## config.mk

```make
export PLATFORM = sky130hd
export DESIGN_NAME = m_axi_lite
export DESIGN_NICKNAME = d
export VERILOG_FILES = /design/src/rtl/m_axi_lite.sv
export SDC_FILE = /design/constraint.sdc
export NUM_CORES = 1
export LEC_CHECK = 0
export CAP_MARGIN = 10
export CORE_ASPECT_RATIO = 0.75
export CORE_MARGIN = 1
export CORE_UTILIZATION = 40
export CTS_CLUSTER_DIAMETER = 200
export DETAILED_ROUTE_END_ITERATION = 8
export PLACE_DENSITY = 0.83
export SLEW_MARGIN = 10
export SYNTH_ARGS = -nofsm -noshare
export SYNTH_HDL_FRONTEND = slang
export SYNTH_SLANG_ARGS = --single-unit
```

## constraint.sdc

```tcl
create_clock -name M_AXI_ACLK -period 1.8 [get_ports M_AXI_ACLK]
set_input_delay 0.27 -clock M_AXI_ACLK [delete_from_list [all_inputs] [get_ports M_AXI_ACLK]]
set_output_delay 0.27 -clock M_AXI_ACLK [all_outputs]
set_load 0.02 [all_outputs]
```

## src/rtl/m_axi_lite.sv

```systemverilog
// -----------------------------------------------------------------------------
// m_axi_lite
//
// AXI4-Lite master that turns a simple single-outstanding command/response
// interface into AXI4-Lite read and write transactions. One transaction is in
// flight at a time; the AW and W handshakes of a write are tracked
// independently and may complete in either order or together. Saturating
// counters report completed writes, completed reads and error responses.
//
// Ports
//   M_AXI_ACLK, M_AXI_ARESETN   clock, asynchronous active-low reset
//   cmd_valid/cmd_ready          command handshake (write or read)
//   cmd_wr, cmd_addr,
//   cmd_wdata, cmd_wstrb         command payload, captured on acceptance
//   rsp_valid/rsp_ready          response handshake
//   rsp_wr, rsp_resp, rsp_rdata  response payload (rdata is 0 for writes)
//   wr_cnt, rd_cnt, err_cnt      16-bit saturating statistics
//   M_AXI_AW*, M_AXI_W*,
//   M_AXI_B*, M_AXI_AR*,
//   M_AXI_R*                     AXI4-Lite master channels
// -----------------------------------------------------------------------------
module m_axi_lite #(
  parameter int unsigned P_M_AXI_DATA_WIDTH = 32,
  parameter int unsigned P_M_AXI_ADDR_WIDTH = 4,
  parameter logic [2:0]  P_PROT             = 3'b000
) (
  input  logic                              M_AXI_ACLK,
  input  logic                              M_AXI_ARESETN,

  // Command interface
  input  logic                              cmd_valid,
  output logic                              cmd_ready,
  input  logic                              cmd_wr,
  input  logic [P_M_AXI_ADDR_WIDTH-1:0]     cmd_addr,
  input  logic [P_M_AXI_DATA_WIDTH-1:0]     cmd_wdata,
  input  logic [P_M_AXI_DATA_WIDTH/8-1:0]   cmd_wstrb,

  // Response interface
  output logic                              rsp_valid,
  input  logic                              rsp_ready,
  output logic                              rsp_wr,
  output logic [1:0]                        rsp_resp,
  output logic [P_M_AXI_DATA_WIDTH-1:0]     rsp_rdata,

  // Statistics
  output logic [15:0]                       wr_cnt,
  output logic [15:0]                       rd_cnt,
  output logic [15:0]                       err_cnt,

  // Write address channel
  output logic [P_M_AXI_ADDR_WIDTH-1:0]     M_AXI_AWADDR,
  output logic [2:0]                        M_AXI_AWPROT,
  output logic                              M_AXI_AWVALID,
  input  logic                              M_AXI_AWREADY,

  // Write data channel
  output logic [P_M_AXI_DATA_WIDTH-1:0]     M_AXI_WDATA,
  output logic [P_M_AXI_DATA_WIDTH/8-1:0]   M_AXI_WSTRB,
  output logic                              M_AXI_WVALID,
  input  logic                              M_AXI_WREADY,

  // Write response channel
  input  logic [1:0]                        M_AXI_BRESP,
  input  logic                              M_AXI_BVALID,
  output logic                              M_AXI_BREADY,

  // Read address channel
  output logic [P_M_AXI_ADDR_WIDTH-1:0]     M_AXI_ARADDR,
  output logic [2:0]                        M_AXI_ARPROT,
  output logic                              M_AXI_ARVALID,
  input  logic                              M_AXI_ARREADY,

  // Read data channel
  input  logic [P_M_AXI_DATA_WIDTH-1:0]     M_AXI_RDATA,
  input  logic [1:0]                        M_AXI_RRESP,
  input  logic                              M_AXI_RVALID,
  output logic                              M_AXI_RREADY
);

  typedef enum logic [2:0] {
    IDLE,
    WR_ADDR_DATA,
    WR_RESP,
    RD_ADDR,
    RD_DATA,
    RSP
  } state_t;

  localparam logic [1:0] RESP_OKAY = 2'b00;

  state_t state;
  logic   aw_done;
  logic   w_done;
  logic   aw_done_nxt;
  logic   w_done_nxt;

  // Protection bits are a build-time constant, so they need no register.
  assign M_AXI_AWPROT = P_PROT;
  assign M_AXI_ARPROT = P_PROT;

  // A channel counts as done if it finished earlier or is handshaking now.
  // This lets BREADY rise on the same edge that retires the last of AW/W.
  // NOTE: continuous assigns have no storage path, so no latch can be inferred
  // here; any always_comb alternative would need a default for every output.
  assign aw_done_nxt = aw_done | (M_AXI_AWVALID & M_AXI_AWREADY);
  assign w_done_nxt  = w_done  | (M_AXI_WVALID  & M_AXI_WREADY);

  function automatic logic [15:0] sat_inc(input logic [15:0] value);
    return (value == 16'hFFFF) ? value : value + 16'd1;
  endfunction

  // NOTE: every register below is written with non-blocking assignments so all
  // of them sample pre-edge values; blocking here would create order-dependent
  // behaviour between the state, flag and output updates.
  always_ff @(posedge M_AXI_ACLK or negedge M_AXI_ARESETN) begin
    if (!M_AXI_ARESETN) begin
      state         <= IDLE;
      aw_done       <= 1'b0;
      w_done        <= 1'b0;
      cmd_ready     <= 1'b0;
      rsp_valid     <= 1'b0;
      rsp_wr        <= 1'b0;
      rsp_resp      <= 2'b00;
      rsp_rdata     <= '0;
      wr_cnt        <= 16'd0;
      rd_cnt        <= 16'd0;
      err_cnt       <= 16'd0;
      M_AXI_AWADDR  <= '0;
      M_AXI_AWVALID <= 1'b0;
      M_AXI_WDATA   <= '0;
      M_AXI_WSTRB   <= '0;
      M_AXI_WVALID  <= 1'b0;
      M_AXI_BREADY  <= 1'b0;
      M_AXI_ARADDR  <= '0;
      M_AXI_ARVALID <= 1'b0;
      M_AXI_RREADY  <= 1'b0;
    end else begin
      case (state)
        IDLE: begin
          // cmd_ready rises on the first edge after reset release and stays
          // high until a command is taken.
          cmd_ready <= 1'b1;
          if (cmd_valid && cmd_ready) begin
            cmd_ready <= 1'b0;
            if (cmd_wr) begin
              M_AXI_AWADDR  <= cmd_addr;
              M_AXI_WDATA   <= cmd_wdata;
              M_AXI_WSTRB   <= cmd_wstrb;
              M_AXI_AWVALID <= 1'b1;
              M_AXI_WVALID  <= 1'b1;
              aw_done       <= 1'b0;
              w_done        <= 1'b0;
              state         <= WR_ADDR_DATA;
            end else begin
              M_AXI_ARADDR  <= cmd_addr;
              M_AXI_ARVALID <= 1'b1;
              state         <= RD_ADDR;
            end
          end
        end

        WR_ADDR_DATA: begin
          if (M_AXI_AWVALID && M_AXI_AWREADY) begin
            M_AXI_AWVALID <= 1'b0;
            aw_done       <= 1'b1;
          end
          if (M_AXI_WVALID && M_AXI_WREADY) begin
            M_AXI_WVALID <= 1'b0;
            w_done       <= 1'b1;
          end
          // BREADY stays low until both halves are accepted, so an early
          // BVALID from the slave simply waits.
          if (aw_done_nxt && w_done_nxt) begin
            M_AXI_BREADY <= 1'b1;
            state        <= WR_RESP;
          end
        end

        WR_RESP: begin
          if (M_AXI_BVALID && M_AXI_BREADY) begin
            M_AXI_BREADY <= 1'b0;
            rsp_valid    <= 1'b1;
            rsp_wr       <= 1'b1;
            rsp_resp     <= M_AXI_BRESP;
            rsp_rdata    <= '0;
            wr_cnt       <= sat_inc(wr_cnt);
            if (M_AXI_BRESP != RESP_OKAY) begin
              err_cnt <= sat_inc(err_cnt);
            end
            state <= RSP;
          end
        end

        RD_ADDR: begin
          if (M_AXI_ARVALID && M_AXI_ARREADY) begin
            M_AXI_ARVALID <= 1'b0;
            M_AXI_RREADY  <= 1'b1;
            state         <= RD_DATA;
          end
        end

        RD_DATA: begin
          if (M_AXI_RVALID && M_AXI_RREADY) begin
            M_AXI_RREADY <= 1'b0;
            rsp_valid    <= 1'b1;
            rsp_wr       <= 1'b0;
            rsp_resp     <= M_AXI_RRESP;
            rsp_rdata    <= M_AXI_RDATA;
            rd_cnt       <= sat_inc(rd_cnt);
            if (M_AXI_RRESP != RESP_OKAY) begin
              err_cnt <= sat_inc(err_cnt);
            end
            state <= RSP;
          end
        end

        RSP: begin
          // Response payload is held untouched until the consumer takes it.
          if (rsp_valid && rsp_ready) begin
            rsp_valid <= 1'b0;
            cmd_ready <= 1'b1;
            state     <= IDLE;
          end
        end

        default: begin
          state <= IDLE;
        end
      endcase
    end
  end

endmodule

```

Word-level counts from Yosys, hierarchy flattened
Cells that the tools add are included.
Storage, ports and cells
  bits in registers: 139
  input bits: 86
  logic and storage cells: 132
  output and inout port bits: 140
Cells by class
  add/sub/neg operators: 3
  equal/unequal tests: 20
  reductions and logical operators: 32
  bitwise logic cells: 7
  mux-type cells: 50
Operators with widths (number)
  16-bit 2-to-1 mux: 5
  32-bit 2-to-1 mux: 2
  32-bit one-hot mux with 2 select lines: 1
  16-bit by 1-bit adder with 16-bit output, second input constant: 3
  16-bit == test, second input constant: 3
  16-bit one-hot mux with 2 select lines: 1
  2-bit inequality test, second input constant: 12
  3-bit AND reduction: 7
  1-bit 2-to-1 mux: 20
  3-bit 2-to-1 mux: 6
  1-bit one-hot mux with 2 select lines: 9
  3-bit one-hot mux with 6 select lines: 1
  4-bit AND reduction: 4
  2-bit nonzero test: 8
  1-bit logical AND: 8
  3-bit by 2-bit == test with 1-bit output, second input constant: 2
  3-bit == test, second input constant: 2
  2-bit 2-to-1 mux: 3
  6-bit AND reduction: 1
  5-bit AND reduction: 1
  2-bit one-hot mux with 2 select lines: 1
  3-bit by 1-bit == test with 1-bit output, second input constant: 1
  3-bit zero test: 1
  1-bit NOT: 3
  5 further kinds: 7

Longest topological paths before layout
Gate-level depths: netlist of run 1.
  depth in word-level cells: 5
  mapped depth: 8
  gate-level depth less buffers: 6

Least setup slack after synthesis of run 1
Ideal clock, no wire load.
  kind: reg2reg
  start: register wr_cnt[0]
  end: register wr_cnt[1]
  data required time: 1.675 ns
  data arrival time: 1.735 ns
  period minus slack after synthesis: 1.859 ns
  path buffers: 0
  library setup time: 0.125 ns
  cell stages (with the launch flop): 6
  setup slack: -0.059 ns
  cell sequence: dfrtp_1 -> ha_1 -> and3_1 -> nand3_1 -> o21ai_1 -> mux2_2
Between the ends
  cells in the longest elaborated chain, start to end: 3
  elaborated cells between the ends (all ways): 4
  classes of those cells: add/sub (1); eq/ne (1); bitwise (1); reduce/logical (1)
Ends and longest elaborated chain
  start: declaration: RTL line 46  | output logic [15:0] wr_cnt,
  start signal: assignment: RTL line 186  | wr_cnt <= sat_inc(wr_cnt);
  parallel branches: the longest is 3 deep, another holds 16-bit by 1-bit adder with 16-bit output
Several ways; the timed one is not identified.
A chain may end at the register's enable or synchronous reset.

Worst setup path after layout of run 1
  start: register err_cnt[4]
  end: register err_cnt[10]
Between the ends
  cells in the longest elaborated chain, start to end: 5
  elaborated cells between the ends (all ways): 8
  classes of those cells: add/sub (1); eq/ne (1); mux (6)
Ends and longest elaborated chain
  start: declaration: RTL line 48  | output logic [15:0] err_cnt,
  start signal: assignment: RTL line 188  | err_cnt <= sat_inc(err_cnt);
  start signal: assignment: RTL line 211  | err_cnt <= sat_inc(err_cnt);
  16-bit by 1-bit adder with 16-bit output or 16-bit == test (tied branches): RTL line 109  | return (value == 16'hFFFF) ? value : value + 16'd1;
  16-bit 2-to-1 mux (*): RTL line 109
  16-bit 2-to-1 mux, on equally long branches: RTL line 210, 187
  16-bit 2-to-1 mux, on equally long branches: RTL line 203, 180
  16-bit one-hot mux with 2 select lines (*): RTL line 138  | case (state)
Every way passes the cells marked *; elsewhere a longest branch is shown, timed or not. The select of a mux whose other input is x is not followed.

==> key figures, run 1 <==
Route
  • DR WL/cell: 15.4 um
  • Initial DRT Pass Iterations: 5
  • Drt total wl: around 17000 um
  • Via-to-Cell Ratio: roughly 5
  • Vias: 5477
  • Initial drt markers: 255
  • Antenna viol nets, final: 0
  • Residual DRC: 0

Setup path
  • Crit path capture type: flip-flop
  • CP Data Arrival Time: 2070 ps
  • Peak fanout along the critical path: 4
  • Critical path required time: between 2000 and 2500 ps
  • Critical Path Source Type: flip-flop
  • Crit Path Class: flip-flop to flip-flop

Clock network
  • CTS Buffer Depth: 2
  • Later-pin clock latency in the skew report: roughly 400 ps
  • CTS buffer count: 17
  • CTS tree: done
  • Clk slew on worst S/H paths: roughly 60 ps
  • Htree depth: 4
  • CTS root buf: clkbuf_16
  • Clock sinks: about 140

Global routing
  • Pin count of the biggest net entering global routing: 69
  • GRT Util Overall: 22.0%
  • Vias in the first global route: 5410
  • First-pass GRT wire length: around 27000 um
  • Initial antenna violation count: 0
  • Total grt overflow: 0

Cells and area
  • Post-route design area: 9800 sq um
  • Nets: 999
  • Diode count: 0
  • Multi-input logic area: 2620 sq um
  • Layout area overhead: 59.3%
  • Fraction of layout instances using a drive strength above 1: 14.3%
  • Filler cell count in the final layout: around 1200
  • Register area: roughly 3500 sq um

Floorplanning
  • IO Pins: 226
  • Initial core utilization: a little over two fifths
  • Cell Rows: 38
  • Die X: 145 um
  • Die height: between 100 and 150 um
  • Core area: 14700 sq um
  • Total die area: 15900 sq um

Hold path
  • Worst min-delay path class: input pin to asynchronous set/reset pin

Flow run
  • Max-Cap Viols: 0

Placement
  • IO buf count: ~220
  • Placer Congestion: 0.814
  • Post-Place Cell Area: 8940 sq um
  • HPWL Detailed: 12000 um

Timing
  • # setup viols final: 0
  • Worst slew margin: 66.5%
  • Fin. Hold Viols: 0
  • Final period util: 98.7%
  • RSZ-0062 raised after global routing: yes
  • Worst-Margin Slew: 498 ps
  • Peak Freq: about 560 MHz
  • Max-slew violations: 0
  • TNS Setup: 0 ps
  • Min Hold Slack: 348 ps
  • Final min period: around 1800 ps
  • Clock Skew: approximately 11 ps

Yosys
  • Yosys warning count: 0
  • Number of flops mapped to enable cells by yosys: 0
  • Seq cells post-synth: 139
  • Mean post-synth cell area: 9.57 sq um
  • Asr flop ratio synth: 100%
  • Register area share after synthesis: between 50% and 60%
  • Post-Syn Instances: 643
  • Synth cell types: 57
  • Ys flop type: dfrtp_1
  • Synth Cell Area: 6150 sq um

Power and ir drop
  • Leakage: 4.89 nW
  • Peak supply drop: 0.573 mV
  • Pwr/cell area: 730 nW/um^2

Status
  • Outcome: finished clean
==> cells in the final DEF, fill, tap and decap left out, types with 3 or more instances in the layout <==
master	synthesis	routed
dfrtp_1	139	134
bufinv_16	0	5
clkdlybuf4s50_1	0	190
buf_6	2	5
dlymetal6s2s_1	0	21
o21ai_0	43	43
buf_4	7	45
dfrtp_2	0	5
buf_12	0	8
xnor2_1	15	15
clkinv_2	0	3
nor2_1	33	32
clkbuf_16	0	17
conb_1	1	6
nand3_1	19	17
a31oi_1	5	5
mux2_2	7	7
dlygate4sd2_1	0	7
nor4_4	2	3
a21oi_1	8	8
nor4_1	3	3
nand2_1	220	218
inv_1	10	10
nor3_1	11	6
xor2_1	27	27
nand4_1	13	13
nand3_2	1	3
clkinv_4	0	4
and3_1	4	3
mux2i_1	4	4
nor3_2	1	5
==> worst paths after layout <==
check	start	to	slack, ps	cells after the start
min in group M_AXI_ACLK	cmd_wstrb[0]	M_AXI_WSTRB[0]	390	3
max in group asynchronous	M_AXI_ARESETN	cmd_ready	870	3
hold reg to reg	M_AXI_WDATA[29]	M_AXI_WDATA[29]	470	2
setup / recovery	err_cnt[4]	err_cnt[10]	20	6
setup reg to reg	err_cnt[4]	err_cnt[10]	20	6
hold / removal	M_AXI_ARESETN	err_cnt[14]	350	2
==> layout make-up <==
class / instances / area share, %
Sequential cell: 139 / 35.5
Timing Repair Buffer: 277 / 28.5
Multi-Input combinational cell: 465 / 26.7
Clock buffer: 17 / 4.34
Tap cell: 200 / 2.55
Clock inverter: 12 / 2.04
Inverter: 10 / 0.383
==> synth_stat cells (all sizes together) (2+ instances only) <==
cell type  instances  area (sq um)
mux2               7          78.8
or2                2          12.5
or3                3          23.8
a21oi              8          40.0
a21o               2          15.0
xor2              27           236
and4bb             2          25.0
clkbuf            19          71.3
xnor2             15           131
buf               15           104
and2               2          12.5
nor4               6          73.8
nor2              33           124
mux2i              4          40.0
and3               5          32.5
nor4b              3          41.3
nand4             13          81.3
ha                 3          37.5
nand3             21           123
a31oi              5          31.3
o21ai             44           220
and4               2          17.5
nor3              12          65.1
a2111oi            3          32.5
inv               10          37.5
nand2            220           826
nor3b              2          15.0
dfrtp            139          3480
==> stage by stage <==
step / std cells / total power, mW / utilization, % / worst slack [ps]
2_1_floorplan: 648 / 3.21 / - / 6.05
3_3_place_gp: 1085 / 3.48 / 60.7 / -371
3_5_place_dp: 1085 / 3.48 / 60.7 / -404
4_1_cts: 1115 / 7.24 / 65.0 / 6.69
5_1_grt: 1120 / 7.39 / 66.5 / -87.1
6_report: 1120 / 7.16 / 66.5 / 23.7
==> critical path, cell delays in order (launching register included) <==
cell,delay (ps)
dfrtp_1,360
and3_4,200
nand3_4,100
nor4_4,370
buf_4,210
and4bb_2,260
xor2_1,160
==> sequential cells by signal, indices dropped and copies added (netlist names), 4 cells and up <==
register and count:
M_AXI_WDATA 32, err_cnt 16, rd_cnt 16, M_AXI_ARADDR 4
M_AXI_WSTRB 4, wr_cnt 16, M_AXI_AWADDR 4, rsp_rdata 32
==> cells by family (layout without fill, tap and decap cells) <==
group           Yosys count  count (layout)  synth area share, %
compound gates           71              71                 6.77
fa+ha+maj                 3               3                0.610
buf+inv                  44             316                 3.46
flops                   139             139                 56.5
simple gates            332             332                 24.7
mux                      11              11                 1.93
other cells               1               6               0.0609
xor+xnor                 42              42                 5.98
==> report_power, final <==
part	leakage [nW]	total, mW	internal (mW)	switching (mW)
combinational	2.67	0.300	0.183	0.117
sequential	1.91	3.13	3.13	0
clock	0.308	3.73	2.44	1.30
==> timing repair <==
item / 4_1_cts / 5_1_grt
endpoints found under the hold margin: 35 / 0
hold buffers: 1 / 0
pin swaps: 0 / 10
setup buffers: 0 / 5
endpoints found under the setup margin: 8 / 43
resized for setup: 8 / 47
==> per-layer routing <==
metal  GRT usage (%)  share of wire [%]  vias up
met3            7.68                7.6        7
met2            35.9                 47      198
met5               0                  0        -
met1            28.1                 44     2618
met4            5.34               0.59        0
li1                -                  -     2654
(Power assumes the default switching activity.)
==> run 2: changes to the inputs <==
- ABC_AREA: default -> 1
- CORE_UTILIZATION: 40 -> 46
- PLACE_DENSITY: 0.83 -> 0.88
- clock period: 1.8 -> 1.7 ns (I/O delays scaled with it)
==> key figures, run 2 <==
Route
  • Initial drt markers: 433 (was 255)
  • Antenna viol nets, final: 0 (unchanged)
  • Initial DRT Pass Iterations: 5 (unchanged)
  • Vias: 6542 (was 5477)
  • Via-to-Cell Ratio: 4.99 (was 4.89)
  • Drt total wl: 18600 um (was 17200 um)
  • DR WL/cell: 14.2 um (was 15.4 um)
  • Residual DRC: 0 (unchanged)

Yosys
  • Seq cells post-synth: 139 (unchanged)
  • Number of flops mapped to enable cells by yosys: 0 (unchanged)
  • Mux contribution to synthesized area: 0.149% (was 1.93%)
  • Top-count cell post-synth: nand2_1 (unchanged)
  • Register area share after synthesis: 51.7% (was 56.5%)
  • Synthesized-area fraction occupied by and/or/nand/nor cells: 33.3% (was 24.7%)
  • Synth Cell Area: 6730 sq um (was 6150 sq um)
  • Synth cell types: 31 (was 57)
  • Yosys warning count: 0 (unchanged)
  • Asr flop ratio synth: 100% (unchanged)
  • Area contributors post-synth: dfrtp_1 52%, nand2_1 22%, nand3_1 4.1%, o21ai_0 4.1%, nor2_1 3.4% (was dfrtp_1 57%, nand2_1 13%, xor2_1 3.8%, o21ai_0 3.5%, xnor2_1 2.1%)
  • Largest family of logic cells by synthesized area: simple AND/OR/NAND/NOR gates (unchanged)
  • Commonest cells post-synth: 388 x nand2_1, 139 x dfrtp_1, 61 x nor2_1, 55 x nand3_1, 55 x o21ai_0 (was 220 x nand2_1, 139 x dfrtp_1, 43 x o21ai_0, 33 x nor2_1, 27 x xor2_1)
  • Area share of the largest cell type after synthesis: 51.7% (was 56.5%)
  • Mean post-synth cell area: 7.81 sq um (was 9.57 sq um)
  • Post-Synth XOR/XNOR Area: 2.87% (was 5.98%)
  • Post-Syn Instances: 861 (was 643)
  • Largest area contributor in the netlist: dfrtp_1 (unchanged)
  • Compound-gate portion of the synthesized area: 5.62% (was 6.77%)
  • Synthesized-area fraction occupied by adder cells: 0.558% (was 0.610%)
  • Ys flop type: dfrtp_1 (unchanged)

Timing
  • # setup viols final: 0 (unchanged)
  • Final min period: around 1600 ps
  • Fin. Hold Viols: 0 (unchanged)
  • RSZ-0062 raised after global routing: yes (unchanged)
  • Min Hold Slack: 221 ps (was 348 ps)
  • Final period util: 96.9%
  • Peak Freq: 607 MHz
  • Max-slew violations: 0 (unchanged)
  • Clock Skew: 10.5 ps (about the same)

Cells and area
  • Most frequent cells in the layout: 385 x nand2_1, 157 x clkdlybuf4s50_1, 133 x dfrtp_1 (was 218 x nand2_1, 190 x clkdlybuf4s50_1, 134 x dfrtp_1)
  • Largest regs: M_AXI_WDATA (32), rsp_rdata (32) (unchanged)
  • Layout area overhead: 48.6% (was 59.3%)
  • Commonest non-fill, non-tap cell in the layout: nand2_1 (unchanged)
  • Fraction of layout instances using a drive strength above 1: 9.59% (was 14.3%)
  • Diode count: 0 (unchanged)
  • Nets: 1193 (was 999)

Setup path
  • WP depth: 1 (was 6)
  • FF-to-FF Start: wr_cnt[1] (was err_cnt[4])
  • Crit path capture type: output pin (was flip-flop)
  • Critical path required time: 1440 ps (was 2100 ps)
  • Crit Path Class: flip-flop to output pin (was flip-flop to flip-flop)
  • Cell family with most CP delay: buffers and inverters (was simple AND/OR/NAND/NOR gates)
  • Slowest cell on the critical path: clkdlybuf4s50_1 (was nor4_4)
  • Flop-to-flop setup slack: 70 ps (was 20 ps)
  • CP Launch Point: M_AXI_WDATA[15] (was err_cnt[4])
  • R2R Path End: wr_cnt[7] (was err_cnt[10])
  • Worst path cell trace: clkdlybuf4s50_1 (was and3_4 > nand3_4 > nor4_4 > buf_4 > and4bb_2 > xor2_1)
  • Slowest stage delay, CP: 620 ps (was 370 ps)
  • CP Data Arrival Time: 1390 ps (was 2070 ps)
  • Peak fanout along the critical path: 2 (was 4)
  • Worst setup endpoint: M_AXI_WDATA[15] (was err_cnt[10])
  • WP buf/inv: 1 (unchanged)
  • Critical Path Source Type: flip-flop (unchanged)
  • R2R depth: 9 (was 6)

Global routing
  • Total grt overflow: 0 (unchanged)
  • Vias in the first global route: 6190 (was 5410)
  • Initial antenna violation count: 0 (unchanged)
  • GRT Util Overall: 25.3% (was 22.0%)
  • Pin count of the biggest net entering global routing: 71 (was 69)
  • First-pass GRT wire length: 30200 um (was 27300 um)

Power and ir drop
  • Overall power: 7.47 mW (was 7.16 mW)
  • Leakage: 5.09 nW (was 4.89 nW)
  • Peak supply drop: 0.632 mV (was 0.573 mV)
  • Pwr/cell area: 747 nW/um^2 (was 730 nW/um^2)

Clock network
  • Htree depth: 4 (unchanged)
  • CTS buffer count: 17 (unchanged)
  • Clk slew on worst S/H paths: 70 ps (was 60 ps)
  • Later-pin clock latency in the skew report: 410 ps (about the same)
  • CTS root buf: clkbuf_16 (unchanged)
  • CTS tree: done (unchanged)
  • Clock sinks: 139 (unchanged)
  • CTS Buffer Depth: 2 (unchanged)

Placement
  • Placer Congestion: 0.902 (was 0.814)
  • HPWL Detailed: 13200 um (was 12000 um)
  • IO buf count: 219 (unchanged)

Flow run
  • Max-Cap Viols: 0 (unchanged)

Hold path
  • Worst min-delay path class: input pin to asynchronous set/reset pin (unchanged)

Floorplanning
  • Die X: 142 um (was 145 um)
  • IO Pins: 226 (unchanged)
  • Cell Rows: 37 (was 38)
  • Core area: 14000 sq um (was 14700 sq um)
  • Total die area: 15100 sq um (was 15900 sq um)
  • Initial core utilization: 48.1% (was 41.8%)
  • Die height: 107 um (was 109 um)

Status
  • Outcome: finished clean (unchanged)
[run 2: cell count changes after synthesis, sizes merged, moves of 5 or more]
cell    before  now
nor4         6    0
nor2        33   67
nand3b       1    8
xor2        27   12
clkbuf      19    7
nand3       21   56
inv         10   48
o21ai       44   61
nand2      220  391
mux2         7    0
buf         15   28
xnor2       15   10
nor3        12    7
and3         5    0
[run 2: repair_timing]
action | CTS | global route
gates cloned | 0 | 1
resized for setup | 54 | 29
endpoints found under the hold margin | 139 | 0
hold buffers | 1 | 0
pin swaps | 0 | 2
setup endpoints to repair | 59 | 100
setup buffers | 0 | 1
[run 2: how the worst min path moves through the flow]
| stage | startpoint | endpoint | slack, ps | depth (start not counted) |
|---|---|---|---|---|
| finish | M_AXI_ARESETN | M_AXI_WDATA[15] | 220 | 2 |
| global route | M_AXI_ARESETN | M_AXI_WDATA[15] | 210 | 2 |
| floorplan | M_AXI_ARESETN | M_AXI_ARADDR[0] | -40 | 0 |
| CTS | M_AXI_ARESETN | M_AXI_WDATA[15] | 210 | 2 |
| global placement | M_AXI_ARESETN | M_AXI_WDATA[21] | 70 | 1 |
| detailed placement | M_AXI_ARESETN | M_AXI_WDATA[15] | 70 | 1 |
[run 2: report_power, final]
group / internal (mW) / total, mW / switching [mW]
combinational: 0.200 / 0.331 / 0.132
clock: 2.34 / 3.83 / 1.49
sequential: 3.31 / 3.31 / 0
total: 5.84 / 7.47 / 1.63
[run 2: cell type report]
| cell class | count | area (sq um) |
|---|---|---|
| timing repair buffer | 253 | 2510 |
| tap | 195 | 244 |
| inverter | 48 | 183 |
| clock buffer | 17 | 425 |
| fill | 1107 | 3990 |
| clock inverter | 14 | 186 |
| multi-input combinational | 645 | 2960 |
| sequential | 139 | 3490 |
[run 2: per-stage QoR]
step / std cells / setup slack (ps) / cell area (sq um) / utilization (%) / TNS [ps]
2_1_floorplan: 866 / 15.0 / 6750 / - / 0
3_3_place_gp: 1277 / 22.7 / 9310 / 66.6 / 0
3_5_place_dp: 1277 / -34.0 / 9310 / 66.6 / -112
4_1_cts: 1309 / 1.14 / 9890 / 70.7 / 0
5_1_grt: 1311 / -41.2 / 9990 / 71.5 / -152
6_report: 1311 / 52.0 / 9990 / 71.5 / 0
[run 2: cells by family (layout without fill, tap and decap cells)]
group	Yosys count	count (layout)
flip-flops	139	139
other	1	6
AND/OR/NAND/NOR	543	543
AO/OA/AOI/OAI	69	70
buffers and inverters	83	332
adder cells (fa/ha/maj)	3	3
multiplexers	1	1
XOR/XNOR	22	22
[run 2: per-layer routing]
| metal | track usage [%] | wire length (um) |
|---|---|---|
| met1 | 34.3 | 8280 |
| met2 | 40.4 | 8730 |
| met3 | 5.40 | 1170 |
| met4 | 8.29 | 377 |
| met5 | 0 | 0 |
==> run 3: changes to the inputs <==
- ABC_CLOCK_PERIOD_IN_PS: default -> 1700
- SLEW_MARGIN: 10 -> default
==> results of run 3 <==
Final layout, timing and power as in run 2 (identical DEF).
